`src/rtl/mips_cpu_ctrl_pkg.sv`:
```
// Shared encodings for the multi-cycle MIPS control sequencer: states, instruction
// classes, opcode/funct/REGIMM constants, ALU operation codes and mux selects.
package mips_cpu_ctrl_pkg;

    typedef enum logic [2:0] {FETCH, DECODE, EXEC, MEM, WB, HALT} state_t;

    typedef enum logic [2:0] {
        IC_RALU, IC_JR, IC_ADDIU, IC_LW, IC_SW, IC_BRANCH, IC_J, IC_NOP
    } iclass_t;

    localparam logic [5:0] OP_RTYPE  = 6'b000000;
    localparam logic [5:0] OP_REGIMM = 6'b000001;
    localparam logic [5:0] OP_J      = 6'b000010;
    localparam logic [5:0] OP_BEQ    = 6'b000100;
    localparam logic [5:0] OP_BNE    = 6'b000101;
    localparam logic [5:0] OP_BLEZ   = 6'b000110;
    localparam logic [5:0] OP_BGTZ   = 6'b000111;
    localparam logic [5:0] OP_ADDIU  = 6'b001001;
    localparam logic [5:0] OP_LW     = 6'b100011;
    localparam logic [5:0] OP_SW     = 6'b101011;

    localparam logic [5:0] FN_JR     = 6'b001000;

    localparam logic [4:0] RT_BLTZ   = 5'b00000;
    localparam logic [4:0] RT_BGEZ   = 5'b00001;

    localparam logic [3:0] ALUOP_ADD   = 4'b0000;
    localparam logic [3:0] ALUOP_SUB   = 4'b0001;
    localparam logic [3:0] ALUOP_FUNCT = 4'b0010;
    localparam logic [3:0] ALUOP_BEQ   = 4'b0011;
    localparam logic [3:0] ALUOP_BGEZ  = 4'b0100;
    localparam logic [3:0] ALUOP_BGTZ  = 4'b0101;
    localparam logic [3:0] ALUOP_BLEZ  = 4'b0110;
    localparam logic [3:0] ALUOP_BLTZ  = 4'b0111;
    localparam logic [3:0] ALUOP_BNE   = 4'b1000;

    localparam logic [1:0] SRCB_RT      = 2'b00;
    localparam logic [1:0] SRCB_FOUR    = 2'b01;
    localparam logic [1:0] SRCB_IMM     = 2'b10;
    localparam logic [1:0] SRCB_IMM_SL2 = 2'b11;

    localparam logic [1:0] TGT_ALUOUT = 2'b00;
    localparam logic [1:0] TGT_JUMP   = 2'b01;
    localparam logic [1:0] TGT_RS     = 2'b10;

endpackage

```
`src/rtl/mips_cpu_instr_class.sv`:
```
// Combinational instruction classifier: maps {opcode, funct, rt} to an execution
// class and, for conditional branches, the ALU comparison code.
module mips_cpu_instr_class
    import mips_cpu_ctrl_pkg::*;
(
    input  logic [5:0] opcode,
    input  logic [5:0] funct,
    input  logic [4:0] rt,
    output iclass_t    iclass,
    output logic [3:0] br_aluop
);

    always_comb begin
        iclass   = IC_NOP;
        br_aluop = ALUOP_ADD;
        case (opcode)
            OP_RTYPE: iclass = (funct == FN_JR) ? IC_JR : IC_RALU;
            OP_ADDIU: iclass = IC_ADDIU;
            OP_LW:    iclass = IC_LW;
            OP_SW:    iclass = IC_SW;
            OP_J:     iclass = IC_J;
            OP_BEQ:   begin iclass = IC_BRANCH; br_aluop = ALUOP_BEQ;  end
            OP_BNE:   begin iclass = IC_BRANCH; br_aluop = ALUOP_BNE;  end
            OP_BLEZ:  begin iclass = IC_BRANCH; br_aluop = ALUOP_BLEZ; end
            OP_BGTZ:  begin iclass = IC_BRANCH; br_aluop = ALUOP_BGTZ; end
            OP_REGIMM: begin
                // Unknown REGIMM rt values fall through as NOP
                if (rt == RT_BGEZ) begin
                    iclass   = IC_BRANCH;
                    br_aluop = ALUOP_BGEZ;
                end else if (rt == RT_BLTZ) begin
                    iclass   = IC_BRANCH;
                    br_aluop = ALUOP_BLTZ;
                end
            end
            default: iclass = IC_NOP;
        endcase
    end

endmodule

```
`src/rtl/mips_cpu_control_fsm.sv`:
```
// Multi-cycle control sequencer: FETCH/DECODE/EXEC/MEM/WB with one branch delay
// slot, and a halt after the delay slot of a jr to address 0.
module mips_cpu_control_fsm
    import mips_cpu_ctrl_pkg::*;
(
    input  logic       clk,
    input  logic       reset,
    input  logic [5:0] opcode,
    input  logic [5:0] funct,
    input  logic [4:0] rt,
    input  logic       waitrequest,
    input  logic       aluCond,
    input  logic       rsZero,
    output logic       memRead,
    output logic       memWrite,
    output logic       iorD,
    output logic       irWrite,
    output logic       pcWrite,
    output logic       regWrite,
    output logic       aluOutWrite,
    output logic       targetWrite,
    output logic       pcSrc,
    output logic [1:0] targetSrc,
    output logic       regDst,
    output logic       memToReg,
    output logic       aluSrcA,
    output logic [1:0] aluSrcB,
    output logic [3:0] aluOp,
    output logic       active
);

    state_t     state, state_next, retire_state;
    logic       branch_pending, bp_next;
    logic       halt_pending, hp_next;
    iclass_t    iclass;
    logic [3:0] br_aluop;

    mips_cpu_instr_class u_class (
        .opcode   (opcode),
        .funct    (funct),
        .rt       (rt),
        .iclass   (iclass),
        .br_aluop (br_aluop)
    );

    always_ff @(posedge clk or posedge reset) begin
        if (reset) begin
            state          <= FETCH;
            branch_pending <= 1'b0;
            halt_pending   <= 1'b0;
        end else begin
            state          <= state_next;
            branch_pending <= bp_next;
            halt_pending   <= hp_next;
        end
    end

    // The delay slot is the instruction whose FETCH consumed the pending redirect
    assign retire_state = (halt_pending && !branch_pending) ? HALT : FETCH;

    always_comb begin
        state_next = state;
        bp_next    = branch_pending;
        hp_next    = halt_pending;
        case (state)
            FETCH: if (!waitrequest) begin
                state_next = DECODE;
                bp_next    = 1'b0;
            end
            DECODE: state_next = EXEC;
            EXEC: begin
                case (iclass)
                    IC_RALU, IC_ADDIU: state_next = WB;
                    IC_LW, IC_SW:      state_next = MEM;
                    IC_BRANCH: begin
                        if (aluCond) bp_next = 1'b1;
                        state_next = retire_state;
                    end
                    IC_J: begin
                        bp_next    = 1'b1;
                        state_next = retire_state;
                    end
                    IC_JR: begin
                        bp_next    = 1'b1;
                        if (rsZero) hp_next = 1'b1;
                        state_next = retire_state;
                    end
                    default: state_next = retire_state;
                endcase
            end
            MEM: if (!waitrequest) state_next = (iclass == IC_LW) ? WB : retire_state;
            WB:   state_next = retire_state;
            HALT: state_next = HALT;
            default: state_next = FETCH;
        endcase
    end

    always_comb begin
        memRead     = 1'b0;
        memWrite    = 1'b0;
        iorD        = 1'b0;
        irWrite     = 1'b0;
        pcWrite     = 1'b0;
        regWrite    = 1'b0;
        aluOutWrite = 1'b0;
        targetWrite = 1'b0;
        pcSrc       = 1'b0;
        targetSrc   = TGT_ALUOUT;
        regDst      = 1'b0;
        memToReg    = 1'b0;
        aluSrcA     = 1'b0;
        aluSrcB     = SRCB_RT;
        aluOp       = ALUOP_ADD;
        active      = 1'b1;
        if (!reset) begin
            case (state)
                FETCH: begin
                    memRead = 1'b1;
                    aluSrcB = SRCB_FOUR;
                    pcSrc   = branch_pending;
                    irWrite = !waitrequest;
                    pcWrite = !waitrequest;
                end
                DECODE: begin
                    aluSrcB     = SRCB_IMM_SL2;
                    aluOutWrite = 1'b1;
                end
                EXEC: begin
                    case (iclass)
                        IC_RALU: begin
                            aluSrcA     = 1'b1;
                            aluOp       = ALUOP_FUNCT;
                            aluOutWrite = 1'b1;
                        end
                        IC_ADDIU, IC_LW, IC_SW: begin
                            aluSrcA     = 1'b1;
                            aluSrcB     = SRCB_IMM;
                            aluOutWrite = 1'b1;
                        end
                        IC_BRANCH: begin
                            aluSrcA     = 1'b1;
                            aluOp       = br_aluop;
                            targetWrite = aluCond;
                        end
                        IC_J: begin
                            targetWrite = 1'b1;
                            targetSrc   = TGT_JUMP;
                        end
                        IC_JR: begin
                            targetWrite = 1'b1;
                            targetSrc   = TGT_RS;
                        end
                        default: ;
                    endcase
                end
                MEM: begin
                    iorD     = 1'b1;
                    memRead  = (iclass == IC_LW);
                    memWrite = (iclass == IC_SW);
                end
                WB: begin
                    regWrite = 1'b1;
                    regDst   = (iclass == IC_RALU);
                    memToReg = (iclass == IC_LW);
                end
                HALT:    active = 1'b0;
                default: ;
            endcase
        end
    end

endmodule
```
`config.mk`:
```
export PLATFORM = sky130hd
export DESIGN_NAME = mips_cpu_control_fsm
export DESIGN_NICKNAME = d
export VERILOG_FILES = /design/src/rtl/mips_cpu_ctrl_pkg.sv /design/src/rtl/mips_cpu_instr_class.sv /design/src/rtl/mips_cpu_control_fsm.sv
export SDC_FILE = /design/constraint.sdc
export NUM_CORES = 1
export LEC_CHECK = 0
export BUFFER_PORTS_ARGS = -buffer_cell sky130_fd_sc_hd__buf_2
export CAP_MARGIN = 0
export CORE_MARGIN = 5
export CORE_UTILIZATION = 27
export CTS_CLUSTER_SIZE = 14
export DETAILED_ROUTE_END_ITERATION = 7
export PLACE_DENSITY_LB_ADDON = 0.1
export SYNTH_ARGS = -nofsm -noshare
export SYNTH_HDL_FRONTEND = slang
export SYNTH_SLANG_ARGS = --single-unit
```
`constraint.sdc`:
```
create_clock -name clk -period 2.63 [get_ports clk]
set_input_delay 0.1315 -clock clk [delete_from_list [all_inputs] [get_ports clk]]
set_output_delay 0.1315 -clock clk [all_outputs]
set_load 0.1 [all_outputs]
```
Word level (Yosys, flattened, before mapping)
Cells that the tools add are included. Widths: inputs -> output; s select.

Flip-flop bits (word level): 5. Bits of input ports: 22. Output and inout port bits: 21. Word-level logic and storage cells: 100.

Equal/unequal tests: 26. Muxes and demuxes: 53. Reduce and logical (&&, ||, !) cells: 18.

Operators by type and width (count): $mux 1 (27); $eq 6x3->1 const B (4); $pmux 3 s7 (1); $pmux 4 s5 (1); $mux 3 (6); $pmux 3 s6 (1); $eq 3x3->1 const B (5); $eq 3x2->1 const B (4); $eq 6x4->1 const B (2); $eq 6x6->1 const B (2); $mux 4 (3); $mux 2 (5); $pmux 1 s2 (5); $pmux 4 s2 (1); $reduce_or 4->1 (2); $eq 3x1->1 const B (2); $eq 6x1->1 const B (1); $eq 6x2->1 const B (1); $logic_not 3->1 (2); $logic_not 6->1 (1); $pmux 2 s3 (1); $pmux 3 s2 (1); $reduce_or 2->1 (3); $eq 5x1->1 const B (1); other kinds (13) (15).

Logic depth before layout (Yosys ltp)
Gate-level depths: netlist of run 1.

Depth in word-level cells: 9. Depth in mapped cells: 7. Mapped depth without buffers: 6.

Modules after synthesis
From an unflattened synthesis of run 1, not the netlist that was laid out.

Cells, all modules: 127. Area, all modules: 888.4 sq um.

By module, submodules not included: mips_cpu_control_fsm (times used 1, cells an instance 87, area an instance 609.3 sq um, sequential area each 125.1 sq um); mips_cpu_instr_class (times used 1, cells an instance 40, area an instance 279.0 sq um, sequential area each 0.0 sq um).

Least setup slack after synthesis of run 1
No wires, ideal clock.

Path type: register -> output. Start: register state[1]. End: output port pcSrc. Data arrival time: 3.767 ns. Required time: 2.499 ns. Path slack: -1.268 ns. Cell stages (with the launch flop): 4. Buffers on the path: 1. Cell sequence: dfrtp_1 clkbuf_1 nor3_1 and3b_1.

Cells in the longest elaborated chain, start to end: 3.

Ends and longest elaborated chain: start: declaration (RTL line mips_cpu_control_fsm.sv:32) `state_t state, state_next, retire_state;`; start signal: assignment (RTL line mips_cpu_control_fsm.sv:52) `state <= state_next;`; $logic_not 3->1 (RTL line mips_cpu_control_fsm.sv:116) `case (state)`; $mux 1 (RTL line mips_cpu_control_fsm.sv:116); $mux 1 (RTL line mips_cpu_control_fsm.sv:115) `if (!reset) begin`; end: declaration (RTL line mips_cpu_control_fsm.sv:22) `output logic pcSrc,`.

No other way between the ends.

Final worst setup path of run 1
Start: input port rt[1]. End: output port targetWrite.

Cells in the longest elaborated chain, start to end: 9. Elaborated cells between the ends (all ways): 12. Those cells by class: eq/ne: 4; mux: 6; reduce/logical: 2.

Ends and longest elaborated chain: start: declaration (RTL line mips_cpu_control_fsm.sv:10) `input logic [4:0] rt,`; $logic_not 5->1 (RTL line mips_cpu_instr_class.sv:31) `end else if (rt == RT_BLTZ) begin`; $mux 2 (RTL line mips_cpu_instr_class.sv:31); $mux 3 * (RTL line mips_cpu_instr_class.sv:28) `if (rt == RT_BGEZ) begin`; $pmux 3 s7 * (RTL line mips_cpu_instr_class.sv:16) `case (opcode)`; $eq 3x1->1 or $eq 3x3->1 (tied branches) (RTL line mips_cpu_control_fsm.sv:129) `case (iclass)`; $reduce_or 2->1 (no line); $pmux 1 s2 * (RTL line mips_cpu_control_fsm.sv:129); $mux 1 * (RTL line mips_cpu_control_fsm.sv:116); $mux 1 * (RTL line mips_cpu_control_fsm.sv:115); end: declaration (RTL line mips_cpu_control_fsm.sv:21) `output logic targetWrite,`.

Mark *: on every way between the ends. The rest lies on a longest branch, timed or not.

==> results of run 1 <==
## timing repair
action                    in CTS  in global routing
hold endpoints to repair       5                  0
hold buffers                   1                  0
setup buffers                  0                  0
gates resized for setup        0                  0
## power by group through the flow
stage | Clock, uW | Combinational, uW | Sequential [uW]
2_1_floorplan | 0 | 47.6 | 79.1
3_3_place_gp | 0 | 73.4 | 79.3
3_5_place_dp | 0 | 73.7 | 79.3
4_1_cts | 90.8 | 75.1 | 78.2
5_1_grt | 95.4 | 83.8 | 78.2
6_report | 87.7 | 75.3 | 78.2
## final timing paths
kind / start / cells after the start / endpoint
worst max-delay path: rt[1] / 8 / targetWrite
worst min-delay path: rsZero / 2 / halt_pending
worst max register to register: state[2] / 3 / branch_pending
worst min register to register: halt_pending / 1 / halt_pending
max in group asynchronous: reset / 3 / branch_pending
min in group asynchronous: reset / 3 / state[1]
## kinds of logic (layout without fill, tap and decap cells)
| family | count (synthesis) | count (layout) | synth area share |
|---|---|---|---|
| AO/OA/AOI/OAI | 28 | 28 | 0.222 |
| buffers and inverters | 12 | 51 | 0.0655 |
| AND/OR/NAND/NOR | 74 | 74 | 0.512 |
| flip-flops | 5 | 5 | 0.156 |
| multiplexers | 3 | 3 | 0.0452 |
## registers in the layout (all words and copies together) (netlist names)
name / cells
halt_pending: 1
state: 3
branch_pending: 1
## cell usage in the layout (no fill, tap or decap), types with 5 or more instances in the layout
cell type  instances
nor2_1            20
nor3_2             5
nor3_1             5
nand2_1            9
a21oi_1            9
o21ai_0            6
nor2b_1            7
buf_2             42
dfrtp_1            5
## cell type report
cell class                 instances  area share
tap                               31      0.0354
clock buffer                       4      0.0240
sequential                         5       0.114
inverter                           3      0.0103
timing repair buffer              44       0.208
multi-input combinational        105       0.608
## worst reg2reg max path: stages (launching register included)
cell,delay (ns)
dfrtp_1,0.51
or3_1,0.46
o21ai_0,0.23
o21ai_2,0.08
## metal layers
metal  share of wire  track usage  vias to the layer above
met5               0            0                        -
met4           0.011       0.0317                        0
met3           0.081       0.0345                        4
met2            0.41        0.188                       41
met1            0.50        0.174                      431
li1                -            -                      512
## through the flow
stage / instance area (um2) / hold slack [ns]
floorplan: 845 / 0.185
global placement: 1060 / 0.146
detailed placement: 1060 / 0.155
CTS: 1100 / 0.123
global route: 1100 / 0.139
finish: 1100 / 0.127
==> flow_metrics.env, run 1 <==
export IMPL_synth_seq_cells=5
export IMPL_yosysTopAreaCell="dfrtp_1"
export IMPL_synth_edff_count=0
export IMPL_clk_pin_slew_ns=0.04
export IMPL_cp_slowest_cell="buf_2"
export IMPL_placedCellCount=187
export IMPL_grt_pass1_vias=956
export IMPL_n_antenna_cell=0
export IMPL_grt_pass1_wl_um=4260
export IMPL_drc_errors=0
export IMPL_h_tree_depth=1
export IMPL_multi_input_area_um2=667
export IMPL_vias=988
export IMPL_dp_hpwl_um=2090
export IMPL_synth_area_per_cell_um2=6.57
export IMPL_cts_tree="yes"
export IMPL_syn_area_um2=802
export IMPL_cts_made_buffers=3
export IMPL_crit_family="simple AND/OR/NAND/NOR gates"
export IMPL_fin_setup_tns_ns=0
export IMPL_yosysMostFrequentCell="nor2_1"
export IMPL_track_usage=0.124
export IMPL_design_die_area_um2=4160
export IMPL_clock_skew_final_ns=0.00211
export IMPL_drive_gt1_frac=0.398
export IMPL_period_share=0.833
export IMPL_synthArstFlopShare=1.00
export IMPL_portBuffers=42
export IMPL_synth_top_area_frac=0.156
export IMPL_finalSetupViolCount=0
export IMPL_die_h_um=64.5
export IMPL_cp_end_kind="primary output"
export IMPL_report_final_slew_viol_count=0
export IMPL_pin_count=43
export IMPL_cp_start_kind="input pin"
export IMPL_grt_overflow=0
export IMPL_arrival_ns=2.06
export IMPL_synth_warnings=0
export IMPL_ys_top_cells_by_count="nor2_1 (22), nor3_1 (10), a21oi_1 (9), nand2_1 (9), nor2b_1 (7)"
export IMPL_final_antenna_net_count=0
export IMPL_p_leak_uw=0.000519
export IMPL_cp_common_cell="buf_2"
export IMPL_drt_iter0_drc=84
export IMPL_power_density_nw_per_um2=220
export IMPL_slew_headroom=0.673
export IMPL_wl_um=2570
export IMPL_syn_to_final_growth_pct=36.7
export IMPL_core_region_area_um2=2810
export IMPL_p_int_uw=164
export IMPL_place_ws_ns=0.437
export IMPL_post_drt_wl_per_cell_um=13.4
export IMPL_seq_area_frac_synth=0.156
export IMPL_viasPerCell=5.15
export IMPL_initial_core_util=0.286
export IMPL_num_rows=19
export IMPL_grt_max_degree=16
export IMPL_synth_cell_types=37
export IMPL_critPathRequiredTime_ns=2.50
export IMPL_cts_sinks=5
export IMPL_fillers=300
export IMPL_crit_chain="buf_2 -> nor4_4 -> o21bai_1 -> a221o_1 -> nand3b_4 -> mux2_4 -> nor2_2 -> buf_2"
export IMPL_crit_type="in2out"
export IMPL_p_sw_uw=76.8
export IMPL_seq_power_share=0.324
export IMPL_clock_path_buffers=2
export IMPL_final_hold_viol_count=0
export IMPL_vdd_ir_drop_max_mv=0.219
export IMPL_p_total_uw=241
export IMPL_pwr_share_comb=0.312
export IMPL_fin_cells=192
export IMPL_syn_num_nets=144
export IMPL_regArea_um2=125
export IMPL_rsz0062_at_grt="false"
export IMPL_tightest_slew_ns=0.494
export IMPL_antenna_found_initial=0
export IMPL_finalWorstSetupSlack_ns=0.440
export IMPL_max_cap_violations=0
export IMPL_reg2reg_slack_ns=1.23
export IMPL_path_max_fanout=4
export IMPL_finish_net_count=184
export IMPL_die_x_um=64.5
export IMPL_min_period_ns=2.19
export IMPL_p_sw_frac=0.318
export IMPL_fmax_mhz=457
export IMPL_synth_main_ff_cell="dfrtp_1"
export IMPL_cp_num_buf_inv=2
export IMPL_crit_path_max_incr_delay_ns=0.43
export IMPL_root_buffer="clkbuf_4"
export IMPL_clock_latency_ns=0.24
export IMPL_syn_instance_count=122
export IMPL_min_path_type="in2reg"
export IMPL_final_core_util=0.391
export IMPL_gp_congestion=0.769
export IMPL_yosys_top_cells_area="dfrtp_1 (16%), nor2_1 (10%), nor3_1 (6.2%), a21oi_1 (5.6%), nor2b_1 (5.5%)"
export IMPL_status="finished, final reports clean"
export IMPL_first_pass_iters=4
export IMPL_p_clk_frac=0.364
No activity file was read; power rests on OpenSTA's default activity.
==> run 2, diff against run 1 <==
==> constraint.sdc (replaced) <==
create_clock -name clk -period 1.9 [get_ports clk]
set_input_delay 0.095 -clock clk [delete_from_list [all_inputs] [get_ports clk]]
set_output_delay 0.095 -clock clk [all_outputs]
set_load 0.1 [all_outputs]
==> run 2 against run 1 <==
  * Clock skew is 0.0066 ns higher
  * Via count is 8.0% higher
  * Cell count is 5.2% higher
==> flow_metrics.env, run 2 (synthesis results as in run 1) <==
export IMPL_grt_pass1_wl_um=4680
export IMPL_max_cap_violations=0
export IMPL_min_path_type="in2reg"
export IMPL_wl_um=2750
export IMPL_period_share=0.988
export IMPL_final_hold_viol_count=0
export IMPL_gp_congestion=0.803
export IMPL_cp_start_kind="input pin"
export IMPL_finalWorstSetupSlack_ns=0.0221
export IMPL_cts_made_buffers=3
export IMPL_arrival_ns=1.78
export IMPL_n_antenna_cell=0
export IMPL_largest_register_ffs=3
export IMPL_root_buffer="clkbuf_4"
export IMPL_post_drt_wl_per_cell_um=13.6
export IMPL_grt_max_degree=13
export IMPL_dp_hpwl_um=2240
export IMPL_syn_to_final_growth_pct=88.8
export IMPL_final_common_cell="buf_2"
export IMPL_p_leak_uw=0.000610
export IMPL_tightest_slew_ns=0.545
export IMPL_crit_type="in2out"
export IMPL_cts_sinks=5
export IMPL_regMostFlops="state"
export IMPL_clock_path_buffers=2
export IMPL_antenna_found_initial=0
export IMPL_clk_pin_slew_ns=0.04
export IMPL_h_tree_depth=1
export IMPL_first_pass_iters=4
export IMPL_cp_slowest_cell="a221o_1"
export IMPL_drive_gt1_frac=0.491
export IMPL_status="finished, final reports clean"
export IMPL_slew_headroom=0.634
export IMPL_core_region_area_um2=2810
export IMPL_finish_net_count=194
export IMPL_vias=1067
export IMPL_die_x_um=64.5
export IMPL_pwr_share_comb=0.354
export IMPL_initial_core_util=0.286
export IMPL_p_total_uw=363
export IMPL_fin_area_um2=1510
export IMPL_ff2ff_path_depth=3
export IMPL_track_usage=0.135
export IMPL_placed_area_um2=1420
export IMPL_die_h_um=64.5
export IMPL_crit_cells=8
export IMPL_finalSetupViolCount=0
export IMPL_place_ws_ns=-0.0273
export IMPL_grt_overflow=0
export IMPL_critPathRequiredTime_ns=1.80
export IMPL_fillers=283
export IMPL_seq_power_share=0.299
export IMPL_final_core_util=0.540
export IMPL_crit_chain="buf_6 -> nor4_4 -> o21bai_1 -> a221o_1 -> nand3b_4 -> mux2_4 -> nor2_4 -> buf_12"
export IMPL_num_rows=19
export IMPL_clock_latency_ns=0.25
export IMPL_clock_skew_final_ns=0.00872
export IMPL_design_die_area_um2=4160
export IMPL_p_int_uw=242
export IMPL_crit_family="simple AND/OR/NAND/NOR gates"
export IMPL_final_antenna_net_count=0
export IMPL_min_period_ns=1.88
export IMPL_cp_num_buf_inv=2
export IMPL_fmax_mhz=533
export IMPL_cts_tree="yes"
export IMPL_rsz0062_at_grt="true"
export IMPL_vdd_ir_drop_max_mv=0.186
export IMPL_pin_count=43
export IMPL_crit_path_max_incr_delay_ns=0.37
export IMPL_top_regs="state x3, branch_pending x1, halt_pending x1"
export IMPL_drc_errors=0
export IMPL_report_final_slew_viol_count=0
export IMPL_portBuffers=42
export IMPL_path_max_fanout=2
export IMPL_p_sw_uw=120
export IMPL_power_density_nw_per_um2=240
export IMPL_viasPerCell=5.28
export IMPL_layout_common_cells="buf_2 (23), nor2_1 (18), buf_12 (14)"
export IMPL_whs_path_depth=2
export IMPL_drt_iter0_drc=45
export IMPL_grt_pass1_vias=1103
export IMPL_p_clk_frac=0.347
export IMPL_cp_end_kind="primary output"
export IMPL_p_sw_frac=0.332
run 2: cell types whose count changed in the layout (fill, tap and decap cells not counted), moves of 2 or more:
cell / before / now
a21oi_1: 9 / 7
buf_6: 0 / 2
nor3_4: 0 / 4
buf_2: 42 / 23
nor2_1: 20 / 18
buf_4: 1 / 11
buf_12: 0 / 14
clkbuf_4: 3 / 6
a21oi_4: 0 / 2
nor3_2: 5 / 1
a31oi_1: 2 / 0
nor2_4: 0 / 2
run 2: power by group through the flow:
| stage | combinational, uW | sequential, uW | clock (uW) |
|---|---|---|---|
| after floorplan | 71.3 | 109 | 0 |
| after global placement | 114 | 110 | 0 |
| after detailed placement | 116 | 110 | 0 |
| after CTS | 120 | 108 | 127 |
| after global routing | 141 | 108 | 139 |
| final | 128 | 108 | 126 |
run 2: worst paths after layout:
check / from / to / slack (ns)
setup / recovery: rt[4] / targetWrite / 0.02
hold / removal: rsZero / halt_pending / 0.1
setup reg to reg: state[0] / branch_pending / 0.48
hold reg to reg: halt_pending / halt_pending / 0.47
max in group asynchronous: reset / state[0] / 1.20
min in group asynchronous: reset / branch_pending / 0.49
run 2: per-stage QoR:
stage               TNS, ns  hold slack [ns]  std cells
floorplan             -1.65            0.246        122
global placement          0            0.180        194
detailed placement  -0.0316            0.179        194
CTS                 -0.0124           0.0991        199
global route         -0.137            0.107        202
finish                    0           0.0985        202
run 2: layer usage:
| metal | track usage | up-vias | wire length [um] |
|---|---|---|---|
| li1 | - | 538 | - |
| met3 | 0.0173 | 4 | 177 |
| met4 | 0.0422 | 0 | 40 |
| met5 | 0 | - | 0 |
| met1 | 0.179 | 483 | 1290 |
| met2 | 0.228 | 42 | 1240 |
run 2: final cells by class:
class                      count  area, um2  area share
multi-input combinational    105        778       0.514
timing repair buffer          54        533       0.352
sequential                     5        126      0.0835
tap                           31       38.8      0.0256
clock buffer                   4       26.3      0.0174
inverter                       3       11.3     0.00744
run 2: worst register-to-register path: cells and delay by family, from the launching register on:
kind,cells,cell delay [ns]
DFF,1,0.47
and+or+nand+nor,1,0.47
AOI/OAI and AO/OA,2,0.35
run 2: what timing repair did:
item,in CTS,in global routing
setup endpoints to repair,3,10
resized for setup,2,8
endpoints found under the hold margin,5,0
pin swaps,0,7
hold buffers,1,0
setup buffers,0,3
cloned,0,0
==> run 3, diff against run 2 <==
--- a/config.mk
+++ b/config.mk
@@ -5,7 +5,7 @@
 export SDC_FILE = /design/constraint.sdc
 export NUM_CORES = 1
 export LEC_CHECK = 0
-export BUFFER_PORTS_ARGS = -buffer_cell sky130_fd_sc_hd__buf_2
+export BUFFER_PORTS_ARGS = -buffer_cell sky130_fd_sc_hd__buf_4
 export CAP_MARGIN = 0
 export CORE_MARGIN = 5
 export CORE_UTILIZATION = 27
==> run 3 against run 2 <==
  * Global-route usage decreased by 0.87 points
  * Clock power is 7% lower
  * Total power grew 0.92%
  * Critical path depth did not move
  * Cell count up 1.5%
  * Largest cell class unchanged
  * Largest power group unchanged
==> flow_metrics.env, run 3 (synthesis results as in run 1) <==
export IMPL_min_path_type="in2reg"
export IMPL_h_tree_depth=1
export IMPL_drt_iter0_drc=50
export IMPL_layout_common_cells="buf_4 (50), nor2_1 (18), nand2_1 (8)"
export IMPL_p_sw_frac=0.306
export IMPL_final_common_cell="buf_4"
export IMPL_track_usage=0.126
export IMPL_fin_area_um2=1460
export IMPL_initial_core_util=0.286
export IMPL_die_h_um=64.5
export IMPL_critPathRequiredTime_ns=1.80
export IMPL_pin_count=43
export IMPL_worstReg2RegStart="state[2]"
export IMPL_whs_path_depth=2
export IMPL_viasPerCell=5.18
export IMPL_slew_headroom=0.688
export IMPL_gp_congestion=0.779
export IMPL_p_clk_frac=0.319
export IMPL_clock_latency_ns=0.23
export IMPL_fmax_mhz=543
export IMPL_arrival_ns=1.75
export IMPL_final_antenna_net_count=0
export IMPL_p_int_uw=254
export IMPL_core_region_area_um2=2810
export IMPL_ff2ff_path_depth=4
export IMPL_antenna_found_initial=0
export IMPL_cp_end_kind="primary output"
export IMPL_report_final_slew_viol_count=0
export IMPL_regArea_um2=125
export IMPL_drc_errors=0
export IMPL_vias=1062
export IMPL_crit_type="in2out"
export IMPL_reg2reg_slack_ns=0.47
export IMPL_root_buffer="clkbuf_4"
export IMPL_tightest_slew_ns=0.464
export IMPL_regMostFlops="state"
export IMPL_finish_net_count=197
export IMPL_die_x_um=64.5
export IMPL_period_share=0.970
export IMPL_grt_pass1_wl_um=4390
export IMPL_wl_um=2780
export IMPL_multi_input_area_um2=781
export IMPL_power_density_nw_per_um2=250
export IMPL_clk_pin_slew_ns=0.04
export IMPL_portBuffers=42
export IMPL_clock_skew_final_ns=0.00259
export IMPL_max_cap_violations=0
export IMPL_drive_gt1_frac=0.500
export IMPL_cts_tree="yes"
export IMPL_final_hold_viol_count=0
export IMPL_dp_hpwl_um=2280
export IMPL_min_period_ns=1.84
export IMPL_placed_area_um2=1340
export IMPL_p_sw_uw=112
export IMPL_fillers=287
export IMPL_hold_end="halt_pending"
export IMPL_first_pass_iters=4
export IMPL_status="finished, final reports clean"
export IMPL_path_max_fanout=2
export IMPL_rsz0062_at_grt="true"
export IMPL_largest_register_ffs=3
export IMPL_cp_start_kind="input pin"
export IMPL_clock_path_buffers=2
export IMPL_finalSetupViolCount=0
export IMPL_p_leak_uw=0.000608
export IMPL_rr_endpoint="branch_pending"
export IMPL_design_die_area_um2=4160
export IMPL_cts_made_buffers=3
export IMPL_grt_max_degree=12
export IMPL_p_total_uw=366
export IMPL_num_rows=19
export IMPL_pwr_share_comb=0.386
export IMPL_post_drt_wl_per_cell_um=13.6
export IMPL_seq_power_share=0.296
export IMPL_grt_pass1_vias=986
export IMPL_n_antenna_cell=0
export IMPL_min_from="rsZero"
export IMPL_cts_sinks=5
export IMPL_vdd_ir_drop_max_mv=0.204
export IMPL_top_regs="state x3, branch_pending x1, halt_pending x1"
export IMPL_grt_overflow=0
export IMPL_syn_to_final_growth_pct=82.2
## run 3: cell count changes in the layout (fill, tap and decap cells not counted)
cell,before,now
buf_4,11,50
buf_2,23,0
buf_12,14,3
clkbuf_4,6,3
buf_6,2,3
dfrtp_1,4,5
dfrtp_2,1,0
nor2b_1,7,6
nor2b_2,0,1
## run 3: worst max path at each step
| stage | startpoint | to | cells past startpoint |
|---|---|---|---|
| finish | rt[3] | targetWrite | 8 |
| CTS | rt[1] | targetWrite | 8 |
| global placement | rt[1] | targetWrite | 8 |
| global route | funct[2] | targetWrite | 9 |
| detailed placement | rt[1] | aluOutWrite | 8 |
| floorplan | state[1] | memToReg | 4 |
## run 3: cell type report
cell class / count / area share
multi-input cells: 105 / 0.534
repair buffers: 57 / 0.328
inverters: 3 / 0.00771
clock buffers: 4 / 0.0180
flip-flops and latches: 5 / 0.0856
well taps: 31 / 0.0265
## run 3: worst max-delay path, cell delays in order
cell      delay [ns]
buf_4           0.12
nor4_4          0.29
o21bai_1        0.11
a221o_1         0.35
nand3b_4        0.18
mux2_4          0.33
nor2_4          0.10
buf_12          0.18
## run 3: repair_timing
action / CTS / global route
pin swaps: 0 / 2
setup endpoints to repair: 3 / 7
hold buffers: 1 / 0
gates cloned: 0 / 0
gates resized for setup: 7 / 9
hold endpoints to repair: 5 / 0
buffers inserted: 0 / 2
## run 3: per-layer routing
layer,routed length (um),GRT usage,share of wire
met1,1280,0.177,0.46
met2,1300,0.201,0.47
met3,188,0.0259,0.068
met4,12,0.0237,0.0043
met5,0,0,0
## run 3: power groups by stage
stage / sequential [uW] / clock, uW / combinational (uW)
global placement: 110 / 0 / 130
global route: 108 / 131 / 153
finish: 108 / 117 / 141
detailed placement: 110 / 0 / 131
floorplan: 109 / 0 / 71.3
CTS: 108 / 122 / 135
## run 3: through the flow
| step | setup slack [ns] | utilization | instances | setup TNS [ns] | hold slack (ns) |
|---|---|---|---|---|---|
| after floorplan | -0.321 | - | 122 | -1.65 | 0.246 |
| after global placement | -0.0369 | 0.479 | 198 | -0.0921 | 0.120 |
| after detailed placement | -0.0732 | 0.479 | 198 | -0.199 | 0.126 |
| after CTS | -0.0188 | 0.502 | 203 | -0.0188 | 0.0977 |
| after global routing | -0.0126 | 0.521 | 205 | -0.0331 | 0.106 |
| final | 0.0577 | 0.521 | 205 | 0 | 0.101 |
